--- src/rtl/usb_fs_pkg.sv ---
// rtl/usb_fs_pkg.sv - shared line states, state codes and framing constants for the full-speed USB transmit path
package usb_fs_pkg;

  // Line states as {p, n}
  localparam logic [1:0] LINE_J   = 2'b10;
  localparam logic [1:0] LINE_K   = 2'b01;
  localparam logic [1:0] LINE_SE0 = 2'b00;

  typedef enum logic [2:0] {
    TX_IDLE    = 3'd0,
    TX_SYNC    = 3'd1,
    TX_DATA    = 3'd2,
    TX_ABORT   = 3'd3,
    TX_EOP_SE0 = 3'd4,
    TX_EOP_J   = 3'd5
  } tx_state_e;

  localparam logic [7:0] SYNC_BYTE    = 8'h80;
  localparam int         STUFF_LIMIT  = 6;
  localparam int         EOP_SE0_BITS = 2;

  // NRZI level register is 1 for J and 0 for K
  function automatic logic [1:0] line_of_level(input logic level);
    return level ? LINE_J : LINE_K;
  endfunction

endpackage

--- src/rtl/usb_fs_tx_bitenc.sv ---
// rtl/usb_fs_tx_bitenc.sv - NRZI level register and bit-stuff run counter for the transmit path
module usb_fs_tx_bitenc
  import usb_fs_pkg::*;
(
  input  logic clk_48mhz,
  input  logic reset_n,
  input  logic bit_strobe,
  input  logic bit_value,
  input  logic se0_req,
  output logic nrzi_level,
  output logic stuff_pending
);

  logic [2:0] ones_cnt;

  // Each strobe loads the level of the bit about to go on the line; SE0 parks the level at J
  always_ff @(posedge clk_48mhz or negedge reset_n) begin
    if (!reset_n) begin
      nrzi_level <= 1'b1;
      ones_cnt   <= '0;
    end else if (bit_strobe) begin
      if (se0_req) begin
        nrzi_level <= 1'b1;
        ones_cnt   <= '0;
      end else if (!bit_value) begin
        nrzi_level <= ~nrzi_level;
        ones_cnt   <= '0;
      end else if (ones_cnt != 3'(STUFF_LIMIT)) begin
        ones_cnt <= ones_cnt + 3'd1;
      end
    end
  end

  // The run saturates at the limit so the abort pattern cannot wrap the counter
  assign stuff_pending = (ones_cnt == 3'(STUFF_LIMIT));

endmodule

--- src/rtl/usb_fs_tx_serializer.sv ---
// rtl/usb_fs_tx_serializer.sv - full-speed USB TX serializer (SYNC, stuffing, NRZI, EOP); option USB_TX_STUFF_ABORT_EN
module usb_fs_tx_serializer
  import usb_fs_pkg::*;
#(
  parameter int CLKS_PER_BIT = 4
) (
  input  logic       clk_48mhz,
  input  logic       reset_n,
  input  logic       pkt_start,
  input  logic [7:0] data_in,
  input  logic       data_valid,
  input  logic       data_last,
  output logic       data_ready,
  output logic       tx_busy,
  output logic       tx_underrun,
  output logic       usb_p_tx,
  output logic       usb_n_tx,
  output logic       usb_tx_en
);

  localparam int DIV_W = (CLKS_PER_BIT > 1) ? $clog2(CLKS_PER_BIT) : 1;

  localparam logic [2:0] ST_IDLE    = 3'(TX_IDLE);
  localparam logic [2:0] ST_SYNC    = 3'(TX_SYNC);
  localparam logic [2:0] ST_DATA    = 3'(TX_DATA);
  localparam logic [2:0] ST_ABORT   = 3'(TX_ABORT);
  localparam logic [2:0] ST_EOP_SE0 = 3'(TX_EOP_SE0);
  localparam logic [2:0] ST_EOP_J   = 3'(TX_EOP_J);

  logic [2:0]       state;
  logic [DIV_W-1:0] div;
  logic [7:0]       shreg;      // shreg[0] is the data bit currently on the line
  logic [2:0]       bit_idx;    // index of the last data bit sent from shreg
  logic             last_flag;
  logic [2:0]       seq_cnt;    // bit counter for the abort and SE0 runs

  logic bit_end;
  logic pkt_accept;
  logic fetch;
  logic enc_strobe;
  logic enc_value;
  logic enc_se0;
  logic nrzi_level;
  logic stuff_pending;
  logic [1:0] line;

  usb_fs_tx_bitenc u_bitenc (
    .clk_48mhz     (clk_48mhz),
    .reset_n       (reset_n),
    .bit_strobe    (enc_strobe),
    .bit_value     (enc_value),
    .se0_req       (enc_se0),
    .nrzi_level    (nrzi_level),
    .stuff_pending (stuff_pending)
  );

  // Pick the next bit at each bit boundary and decide whether a byte is fetched now
  always_comb begin
    bit_end     = (div == DIV_W'(CLKS_PER_BIT - 1));
    pkt_accept  = (state == ST_IDLE) && pkt_start;
    // A pending stuff bit delays the fetch to the end of that stuff bit
    fetch       = ((state == ST_SYNC) || (state == ST_DATA)) && bit_end && !stuff_pending &&
                  (bit_idx == 3'd7) && !((state == ST_DATA) && last_flag);
    data_ready  = fetch;
    tx_underrun = fetch && !data_valid;
    enc_strobe  = 1'b0;
    enc_value   = 1'b1;
    enc_se0     = 1'b0;
    if (pkt_accept) begin
      enc_strobe = 1'b1;
      enc_value  = SYNC_BYTE[0];
    end else if (bit_end) begin
      case (state)
        ST_SYNC, ST_DATA: begin
          enc_strobe = 1'b1;
          if (stuff_pending) begin
            enc_value = 1'b0;
          end else if (bit_idx != 3'd7) begin
            enc_value = shreg[1];
          end else if (fetch && data_valid) begin
            enc_value = data_in[0];
          end else if (fetch) begin
`ifdef USB_TX_STUFF_ABORT_EN
            enc_value = 1'b1;
`else
            enc_se0   = 1'b1;
`endif
          end else begin
            enc_se0 = 1'b1;
          end
        end
        ST_ABORT: begin
          enc_strobe = 1'b1;
          if (seq_cnt == 3'd7) begin
            enc_se0 = 1'b1;
          end
        end
        default: begin
        end
      endcase
    end
  end

  // Bit divider, framing state machine and byte shifter
  always_ff @(posedge clk_48mhz or negedge reset_n) begin
    if (!reset_n) begin
      state     <= ST_IDLE;
      div       <= '0;
      shreg     <= '0;
      bit_idx   <= '0;
      last_flag <= 1'b0;
      seq_cnt   <= '0;
    end else begin
      if (pkt_accept || (state == ST_IDLE) || bit_end) begin
        div <= '0;
      end else begin
        div <= div + 1'b1;
      end
      case (state)
        ST_IDLE: begin
          if (pkt_start) begin
            state     <= ST_SYNC;
            shreg     <= SYNC_BYTE;
            bit_idx   <= '0;
            last_flag <= 1'b0;
          end
        end
        ST_SYNC, ST_DATA: begin
          if (bit_end && !stuff_pending) begin
            if (bit_idx != 3'd7) begin
              shreg   <= {1'b0, shreg[7:1]};
              bit_idx <= bit_idx + 3'd1;
            end else if (fetch && data_valid) begin
              shreg     <= data_in;
              bit_idx   <= '0;
              last_flag <= data_last;
              state     <= ST_DATA;
            end else if (fetch) begin
              seq_cnt <= '0;
`ifdef USB_TX_STUFF_ABORT_EN
              state   <= ST_ABORT;
`else
              state   <= ST_EOP_SE0;
`endif
            end else begin
              seq_cnt <= '0;
              state   <= ST_EOP_SE0;
            end
          end
        end
        ST_ABORT: begin
          if (bit_end) begin
            if (seq_cnt == 3'd7) begin
              seq_cnt <= '0;
              state   <= ST_EOP_SE0;
            end else begin
              seq_cnt <= seq_cnt + 3'd1;
            end
          end
        end
        ST_EOP_SE0: begin
          if (bit_end) begin
            if (seq_cnt == 3'(EOP_SE0_BITS - 1)) begin
              seq_cnt <= '0;
              state   <= ST_EOP_J;
            end else begin
              seq_cnt <= seq_cnt + 3'd1;
            end
          end
        end
        ST_EOP_J: begin
          if (bit_end) begin
            state <= ST_IDLE;
          end
        end
        default: begin
          state <= ST_IDLE;
        end
      endcase
    end
  end

  // Pin values follow the registered state so reset reaches the pins without a clock
  always_comb begin
    case (state)
      ST_IDLE:    line = LINE_J;
      ST_EOP_SE0: line = LINE_SE0;
      ST_EOP_J:   line = LINE_J;
      default:    line = line_of_level(nrzi_level);
    endcase
    usb_p_tx  = line[1];
    usb_n_tx  = line[0];
    usb_tx_en = (state != ST_IDLE);
    tx_busy   = (state != ST_IDLE);
  end

endmodule

--- config.mk ---
export PLATFORM = sky130hd
export DESIGN_NAME = usb_fs_tx_serializer
export DESIGN_NICKNAME = d
export VERILOG_FILES = /design/src/rtl/usb_fs_pkg.sv /design/src/rtl/usb_fs_tx_bitenc.sv /design/src/rtl/usb_fs_tx_serializer.sv
export SDC_FILE = /design/constraint.sdc
export NUM_CORES = 1
export LEC_CHECK = 0
export CAP_MARGIN = 0
export CORE_ASPECT_RATIO = 1.25
export CORE_UTILIZATION = 59
export CTS_CLUSTER_DIAMETER = 30
export DETAILED_ROUTE_END_ITERATION = 10
export GPL_ROUTABILITY_DRIVEN = 0
export GPL_TIMING_DRIVEN = 0
export PLACE_DENSITY_LB_ADDON = 0.15
export SETUP_SLACK_MARGIN = 0.1
export SYNTH_ARGS = -nofsm -noshare
export SYNTH_HDL_FRONTEND = slang
export SYNTH_SLANG_ARGS = --single-unit
--- constraint.sdc ---
create_clock -name clk_48mhz -period 4.82 [get_ports clk_48mhz]
set_clock_uncertainty 0.2 [all_clocks]
set_input_delay 0.723 -clock clk_48mhz [delete_from_list [all_inputs] [get_ports clk_48mhz]]
set_output_delay 0.723 -clock clk_48mhz [all_outputs]
set_load 0.01 [all_outputs]
==> results summary, run 1 <==
The total of cells resized after clock tree synthesis is 0. The number of nets handed over by synthesis was 184. The sequential cell area fraction in the yosys report came out at 0.348. The fraction of the core area covered by cells at the end of the flow came out at 0.712.

The final count of negative-setup-slack endpoints came out at 0. In the final layout, the multi-input gates occupy around 1000 µm². In the final routed layout, each cell accounts on average for 16.3 µm. The async set-or-reset flop fraction in the synthesized netlist is 1.00.

The path class of the tightest hold or removal check is reg -> reg. The first-pass GRT wire length is 5780 µm. The type of destination of the critical path is an output port.

The synthesis-stage register bit count came out at 23. The HPWL after detailed placement came out at 2600 µm. The final cycle utilization of the critical path is 0.671. The top flip-flop cell by instance count after synthesis is sky130_fd_sc_hd__dfrtp_1.

The routed wire length is 3570 µm. The initial core utilization came out at 0.619. The number of design-rule violations left by the first detailed-router iteration is 67. The final number of max-transition violations was 0. Setup total negative slack on the finished layout was measured at 0 ns.

The hold violation count in the final report came to 0. The floorplan has 21 rows. The critical path in this run is classified as reg -> out.

After detailed routing, the wire length on met1 is 1490 µm. Entering global routing, the biggest net connects 24 pins. STA puts the critical path data required time at 3.90 ns. The flow ran to the end, but the final reports show violations. The number of H-tree levels came out at 1.

The height of the chip came out at just over 60 µm. The count of buffers added on input and output ports is 18. The buffer count from post-CTS setup fixing came out at 0.

The worst-case headroom to the max-slew limit came out at 0.324. The total global routing overflow came out at 0. The placeable core region came out at 0.00268 mm².

The final cell count without fillers came out at around 220. The tool flagged a number of max-cap violations equal to 0. The detailed router placed 1326 vias in this run. Synthesis handed over a netlist of 163 instances. The number of filler cells placed in the layout is between 200 and 250.

The post-synthesis instance area came out at ~0.0017 mm². The worst IR drop on VDD is 335 µV. The number of global-route vias before repair was 1283.

The number of warnings reported in the yosys synthesis log came out at 0. The via density per instance is 6.05. The initial antenna violation count is 0. The number of clock buffers added by TritonCTS is 3. The uppermost metal layer occupied by signal nets is met4. The count of pins on the block boundary is 19. The least setup slack across all paths after layout is 1.59 ns. The largest fanout on the critical path is 6. The checks that failed: design-rule violations. The average size of a mapped cell is 10.2 µm². The clock-pin slew on the worst setup and hold paths came out at about 0.12 ns. The static leakage power came out at 0.000844 µW.

The residual DRC count came out at 2. The number of synthesized flops with an enable pin came out at 0. The type of origin of the critical path is a flop. The routed length on met2 came out at 1820 µm. The post-synthesis to final-layout area growth is 15.0%. In this run the clock root is driven by a sky130_fd_sc_hd__clkbuf_4. For this run, the detailed router's first-pass iteration total came to 7. Static timing analysis puts the maximum clock frequency at 0.309 GHz.

The combined global-route utilization of all metal layers came out at 0.252. TritonCTS built the clock tree. The final worst hold slack came out at between 0.2 and 0.3 ns. In the final layout, the share of cells above drive strength 1 is 0.189. The clock latency reported for the late side of the worst-skew pair came out at 0.32 ns.

The detailed-routed wire length on met3 is 200 µm. After detailed placement, the design holds a cell count of 215. The die covers 0.00303 mm². At the pin with the least slew margin, the transition time is 1.01 ns. The power density over cell area came out at 517 mW/mm². The number of sinks handled by clock tree synthesis is 23. The unique cell type count in the Yosys netlist is 55. Setup repair after global routing left no endpoint under its margin. The worst-case clock buffer depth is 2. Hold repair after CTS inserted 0 buffers. The worst path in the final design needs a cycle of 3.23 ns, including I/O delays and setup. Summing all flip-flop and latch instances after layout gives 577 µm². The worst endpoint data arrival time is 2.31 ns. The diode insertion count for antenna repair is 0. In the final design database the tool counted 207 nets. The die extent in x is between 40 and 50 µm.

Once detail routing completed, the nets flagged for antenna violations numbered 0. Before CTS, the worst setup slack after placement is 1.85 ns.
## area by class of cell
| cell class | count | share of cell area |
|---|---|---|
| multi-input cells | 120 | 0.511 |
| well taps | 34 | 0.0223 |
| clock buffers | 4 | 0.0138 |
| repair buffers | 18 | 0.0944 |
| inverters | 11 | 0.0216 |
| flip-flops and latches | 23 | 0.302 |
| plain buffers | 9 | 0.0341 |
## report_power, final
group	switching (µW)	leakage, µW	total [µW]	internal, µW
clock	57.6	0.0000150	90.0	32.4
sequential	52.6	0.000299	309	257
combinational	309	0.000531	587	278
total	419	0.000844	986	567
## through the flow
step	power (µW)	instance area, µm²
global route	1060	1910
floorplan	746	1660
finish	986	1910
detailed placement	895	1880
global placement	863	1880
CTS	989	1910
## cells in the mapped netlist (2+ instances only)
library cell | n | area (µm²)
sky130_fd_sc_hd__mux2i_1 | 13 | 130
sky130_fd_sc_hd__nand3_1 | 5 | 25.0
sky130_fd_sc_hd__buf_2 | 4 | 20.0
sky130_fd_sc_hd__inv_2 | 2 | 7.51
sky130_fd_sc_hd__nor3_1 | 4 | 20.0
sky130_fd_sc_hd__nand2_1 | 10 | 37.5
sky130_fd_sc_hd__and3_1 | 2 | 12.5
sky130_fd_sc_hd__nand2b_1 | 2 | 12.5
sky130_fd_sc_hd__mux2_4 | 6 | 90.1
sky130_fd_sc_hd__nor2_4 | 2 | 22.5
sky130_fd_sc_hd__a31oi_1 | 2 | 12.5
sky130_fd_sc_hd__o21a_1 | 2 | 15.0
sky130_fd_sc_hd__o31ai_1 | 2 | 15.0
sky130_fd_sc_hd__nor2_1 | 12 | 45.0
sky130_fd_sc_hd__a21oi_1 | 4 | 20.0
sky130_fd_sc_hd__nor2b_1 | 2 | 12.5
sky130_fd_sc_hd__buf_6 | 2 | 22.5
sky130_fd_sc_hd__ha_1 | 8 | 100
sky130_fd_sc_hd__o21ai_0 | 4 | 20.0
sky130_fd_sc_hd__inv_1 | 9 | 33.8
sky130_fd_sc_hd__o211ai_1 | 2 | 15.0
sky130_fd_sc_hd__a22o_1 | 2 | 17.5
sky130_fd_sc_hd__a41oi_1 | 2 | 17.5
sky130_fd_sc_hd__buf_4 | 3 | 22.5
sky130_fd_sc_hd__nor3b_1 | 3 | 22.5
sky130_fd_sc_hd__nor3_2 | 4 | 40.0
sky130_fd_sc_hd__dfrtp_1 | 22 | 551
## critical path, stage by stage, from the launching register on
cell and delay (ns):
sky130_fd_sc_hd__dfrtp_1 0.40, sky130_fd_sc_hd__ha_1 0.17, sky130_fd_sc_hd__ha_1 0.28, sky130_fd_sc_hd__and2_1 0.26, sky130_fd_sc_hd__nand2_1 0.13, sky130_fd_sc_hd__nor3_1 0.19, sky130_fd_sc_hd__clkdlybuf4s50_1 0.56
## worst paths after layout
kind | depth (start not counted) | endpoint | slack [ns] | startpoint
min | 1 | div[0] | 0.27 | div[0]
min in group asynchronous | 1 | shreg[1] | 0.75 | reset_n
min reg2reg | 1 | div[0] | 0.27 | div[0]
max reg2reg | 7 | shreg[5] | 2.41 | bit_idx[0]
max | 6 | tx_underrun | 1.59 | bit_idx[0]
max in group asynchronous | 1 | state[0] | 3.07 | reset_n
## routing by layer
metal	up-vias	global-route usage
met5	-	0
met4	0	0.106
met3	8	0.0370
met2	50	0.444
met1	634	0.315
li1	634	-
## layout by cell type, fill, tap and decap left out, types with 5 or more instances in the layout
cell type and count:
sky130_fd_sc_hd__nor2_1 12, sky130_fd_sc_hd__nand3_1 5, sky130_fd_sc_hd__ha_1 8, sky130_fd_sc_hd__dfrtp_1 22, sky130_fd_sc_hd__mux2_4 6, sky130_fd_sc_hd__mux2i_1 13
sky130_fd_sc_hd__inv_1 9, sky130_fd_sc_hd__clkdlybuf4s50_1 18, sky130_fd_sc_hd__nand2_1 10
## cells by family (layout without fill, tap and decap cells)
family,Yosys count,count (layout),share of synthesized area
AO/OA/AOI/OAI,32,32,0.154
multiplexers,21,21,0.146
adder cells (fa/ha/maj),8,8,0.0603
flip-flops,23,23,0.348
XOR/XNOR,2,2,0.0219
AND/OR/NAND/NOR,57,57,0.206
buffers and inverters,20,42,0.0641
## flip-flops by register name, indices dropped and copies added, names as in the netlist
register and cells:
shreg 7, bit_idx 3, seq_cnt 3, state 3, u_bitenc.ones_cnt 3, div 2
last_flag 1, u_bitenc.nrzi_level 1
No activity file was read; power rests on OpenSTA's default activity.
==> run 2: changes to the inputs <==
--- a/config.mk
+++ b/config.mk
@@ -7,7 +7,7 @@
 export LEC_CHECK = 0
 export CAP_MARGIN = 0
 export CORE_ASPECT_RATIO = 1.25
-export CORE_UTILIZATION = 59
+export CORE_UTILIZATION = 50
 export CTS_CLUSTER_DIAMETER = 30
 export DETAILED_ROUTE_END_ITERATION = 10
 export GPL_ROUTABILITY_DRIVEN = 0
==> constraint.sdc (replaced) <==
create_clock -name clk_48mhz -period 2.9 [get_ports clk_48mhz]
set_clock_uncertainty 0.2 [all_clocks]
set_input_delay 0.435 -clock clk_48mhz [delete_from_list [all_inputs] [get_ports clk_48mhz]]
set_output_delay 0.435 -clock clk_48mhz [all_outputs]
set_load 0.01 [all_outputs]
==> results summary, run 2 (synthesis gave the netlist of run 1 again) <==
The flow ran to the end, and the final reports show no timing, DRC or antenna violations. The register with the most flip-flops in the layout has 7 of them. The register-to-register setup slack is 0.64 ns. The length in cells of the worst reg-to-reg path is 7. The length of the first detailed-routing pass in iterations is 4. The worst-case headroom to the max-slew limit came out at 0.279.

The initial antenna violation count is 0. The total overflow left after global routing is 0. The number of max-cap violations came out at 0. The final number of max-transition violations is 0. Dividing the detail-routed wire length by the instance count gives 15.0 µm. For this design the total switching power over the nets is 681 µW.

For this run, design rule violations remaining after detail routing come to 0. The HPWL after detailed placement is 2460 µm. The highest attainable clock frequency is between 0.3 and 0.4 GHz.

The count of pins on the block boundary is 19. Data arrives at the worst endpoint at 2.05 ns. Registers take 577 µm².

The combinational group share of total power is 0.574. The static leakage power is 0.000850 µW. Excluding fillers, the count of instances in the completed layout stands at roughly 220.

The total number of vias came out at 1275. The initial core utilization came out at 0.519. shreg holds more flip-flops than any other register. The final worst hold slack is 0.243 ns. The number of global-route vias before repair came to 1256. The hold violation count in the final report is 0. Leaving out fill and tap cells, the most frequent cells in the layout are sky130_fd_sc_hd__dfrtp_1, sky130_fd_sc_hd__clkdlybuf4s50_1, sky130_fd_sc_hd__mux2i_1.

In this run the deepest clock path goes through 2 buffers. The diode insertion count for antenna repair came out at 0. The count of input and output buffers came out at 18. In the global route stage, met3 resource usage came out at 0.0345. The final critical delay including setup and external delays is between 2 and 3 ns.

CTS placed an instance of sky130_fd_sc_hd__clkbuf_8 at the clock tree root. The met2 demand-to-capacity share in global routing is 0.363. The number of sinks handled by clock tree synthesis is 23. The peak-usage layer in the global routing report is met2. The floorplan step defined a die boundary enclosing 0.00355 mm².

The routed wire length came out at 3340 µm. The multi-input logic area is 991 µm². The via density per instance came out at 5.74. The worst setup path is captured at an output port. The total design power came out at 1670 µW. The actual transition at the worst max-transition pin is 1.08 ns. Counting instances, the worst hold path has a depth of 1. The die is 53.5 µm wide. Across every metal layer, demand over resource in global routing totals 0.211. The signal on the critical path passes through ha_1 -> ha_4 -> and2_4 -> nand2_1 -> nor3_1 -> clkdlybuf4s50_1. The worst min-delay path endpoint is div[0]. In this run the critical register-to-register path is launched from bit_idx[0]. The power density over cell area is 858 mW/mm².

The endpoint identified for the worst register-to-register timing path is shreg[2]. The final cycle utilization of the critical path is 0.926. The share of post-route cells with drive strength above 1 is 0.200. From synthesis to final layout, the design area changed by 17.3%.

The first-pass GRT wire length is 5460 µm. The number of design-rule violations left by the first detailed-router iteration is between 40 and 50. The total clock buffers created by CTS is 3. The die is ~66 µm tall. The critical path data required time came out at 2.27 ns. The number of filler cells placed in the layout came out at 280.

The library cell used most frequently in the layout, excluding fill and tap cells, is sky130_fd_sc_hd__dfrtp_1. The clock-pin slew on the worst setup and hold paths came out at roughly 0.080 ns. By startpoint and endpoint, the worst setup path is classified as reg -> out. The antenna violation net count after detailed routing is 0. The buffer count from post-CTS setup fixing is 0.

The floorplan step defined a core boundary enclosing 0.00319 mm². The worst IR drop on VDD came out at 547 µV. The class of the most critical hold timing path is reg -> reg.

Setup violations remaining at the end of the flow were counted as 0. TritonCTS built the clock tree. The worst hold path begins at div[0]. The internal power summed over all cells came out at between 900 and 1000 µW. The critical path's slowest cell is sky130_fd_sc_hd__clkdlybuf4s50_1. The met1 capacity usage during global routing is 0.248. Setup repair after global routing left no endpoint under its margin. The share of total power in the clock network came out at 0.122.

CTS built an H-tree with a depth of 1. Adding up every negative setup slack in the final design gives 0 ns. The fraction of the core area covered by cells at the end of the flow is 0.609. The net switching share of the total power came out at 0.408. Entering global routing, the biggest net connects 24 pins.

The share of total power dissipated in sequential elements is 0.304. For this run, the slowest stage of the critical path takes 0.56 ns. The largest fanout on the critical path came out at 6. The clock latency reported for the late side of the worst-skew pair came out at 0.27 ns. The type of origin of the critical path is a flop. The count of standard-cell rows is 23. The number of nets at the end of the flow came out at 207.

The placed cell count is between 200 and 250.
run 2: cell count changes in the layout (fill, tap and decap cells not counted):
cell / previous run / this run
sky130_fd_sc_hd__ha_4: 0 / 1
sky130_fd_sc_hd__clkbuf_4: 3 / 0
sky130_fd_sc_hd__clkbuf_8: 0 / 3
sky130_fd_sc_hd__and2_4: 0 / 1
sky130_fd_sc_hd__and2_1: 1 / 0
sky130_fd_sc_hd__ha_1: 8 / 7
run 2: timing repair:
item | in CTS | in global routing
hold buffers | 0 | 0
gates resized for setup | 1 | 2
setup endpoints to repair | 1 | 2
pin swaps | 0 | 0
run 2: worst max path at each step:
stage                    startpoint           to  depth (start not counted)
2_1_floorplan            bit_idx[0]     shreg[1]                          7
3_3_place_gp             bit_idx[0]  tx_underrun                          6
3_5_place_dp             bit_idx[0]  tx_underrun                          6
4_1_cts                  bit_idx[0]  tx_underrun                          6
5_1_grt        u_bitenc.ones_cnt[0]  tx_underrun                          6
6_report                 bit_idx[0]  tx_underrun                          6
run 2: worst max-delay path, delay by kind of cell (launching register included):
kind          cells  cell delay [ns]
buf+inv           1             0.56
simple gates      3             0.46
flops             1             0.38
fa+ha+maj         2             0.37
run 2: metrics by stage:
stage,setup WS [ns],area [µm²]
2_1_floorplan,0.732,1660
3_3_place_gp,0.410,1890
3_5_place_dp,0.396,1890
4_1_cts,0.118,1930
5_1_grt,0.130,1950
6_report,0.214,1950
run 2: layout make-up:
cell class,instances,share of cell area
plain buffers,9,0.0334
clock buffers,4,0.0232
inverters,11,0.0212
multi-input cells,120,0.509
flip-flops and latches,23,0.296
well taps,37,0.0238
repair buffers,18,0.0926
run 2: metal layers:
layer | vias to the layer above | routed length, µm
met3 | 5 | 159
met2 | 34 | 1630
li1 | 630 | -
met5 | - | 0
met4 | 0 | 59
met1 | 606 | 1490
run 2: power by group through the flow:
stage | Clock (µW) | Combinational [µW] | Sequential (µW)
2_1_floorplan | 0 | 748 | 493
3_3_place_gp | 0 | 933 | 508
3_5_place_dp | 0 | 964 | 514
4_1_cts | 214 | 969 | 508
5_1_grt | 223 | 1050 | 521
6_report | 204 | 958 | 508
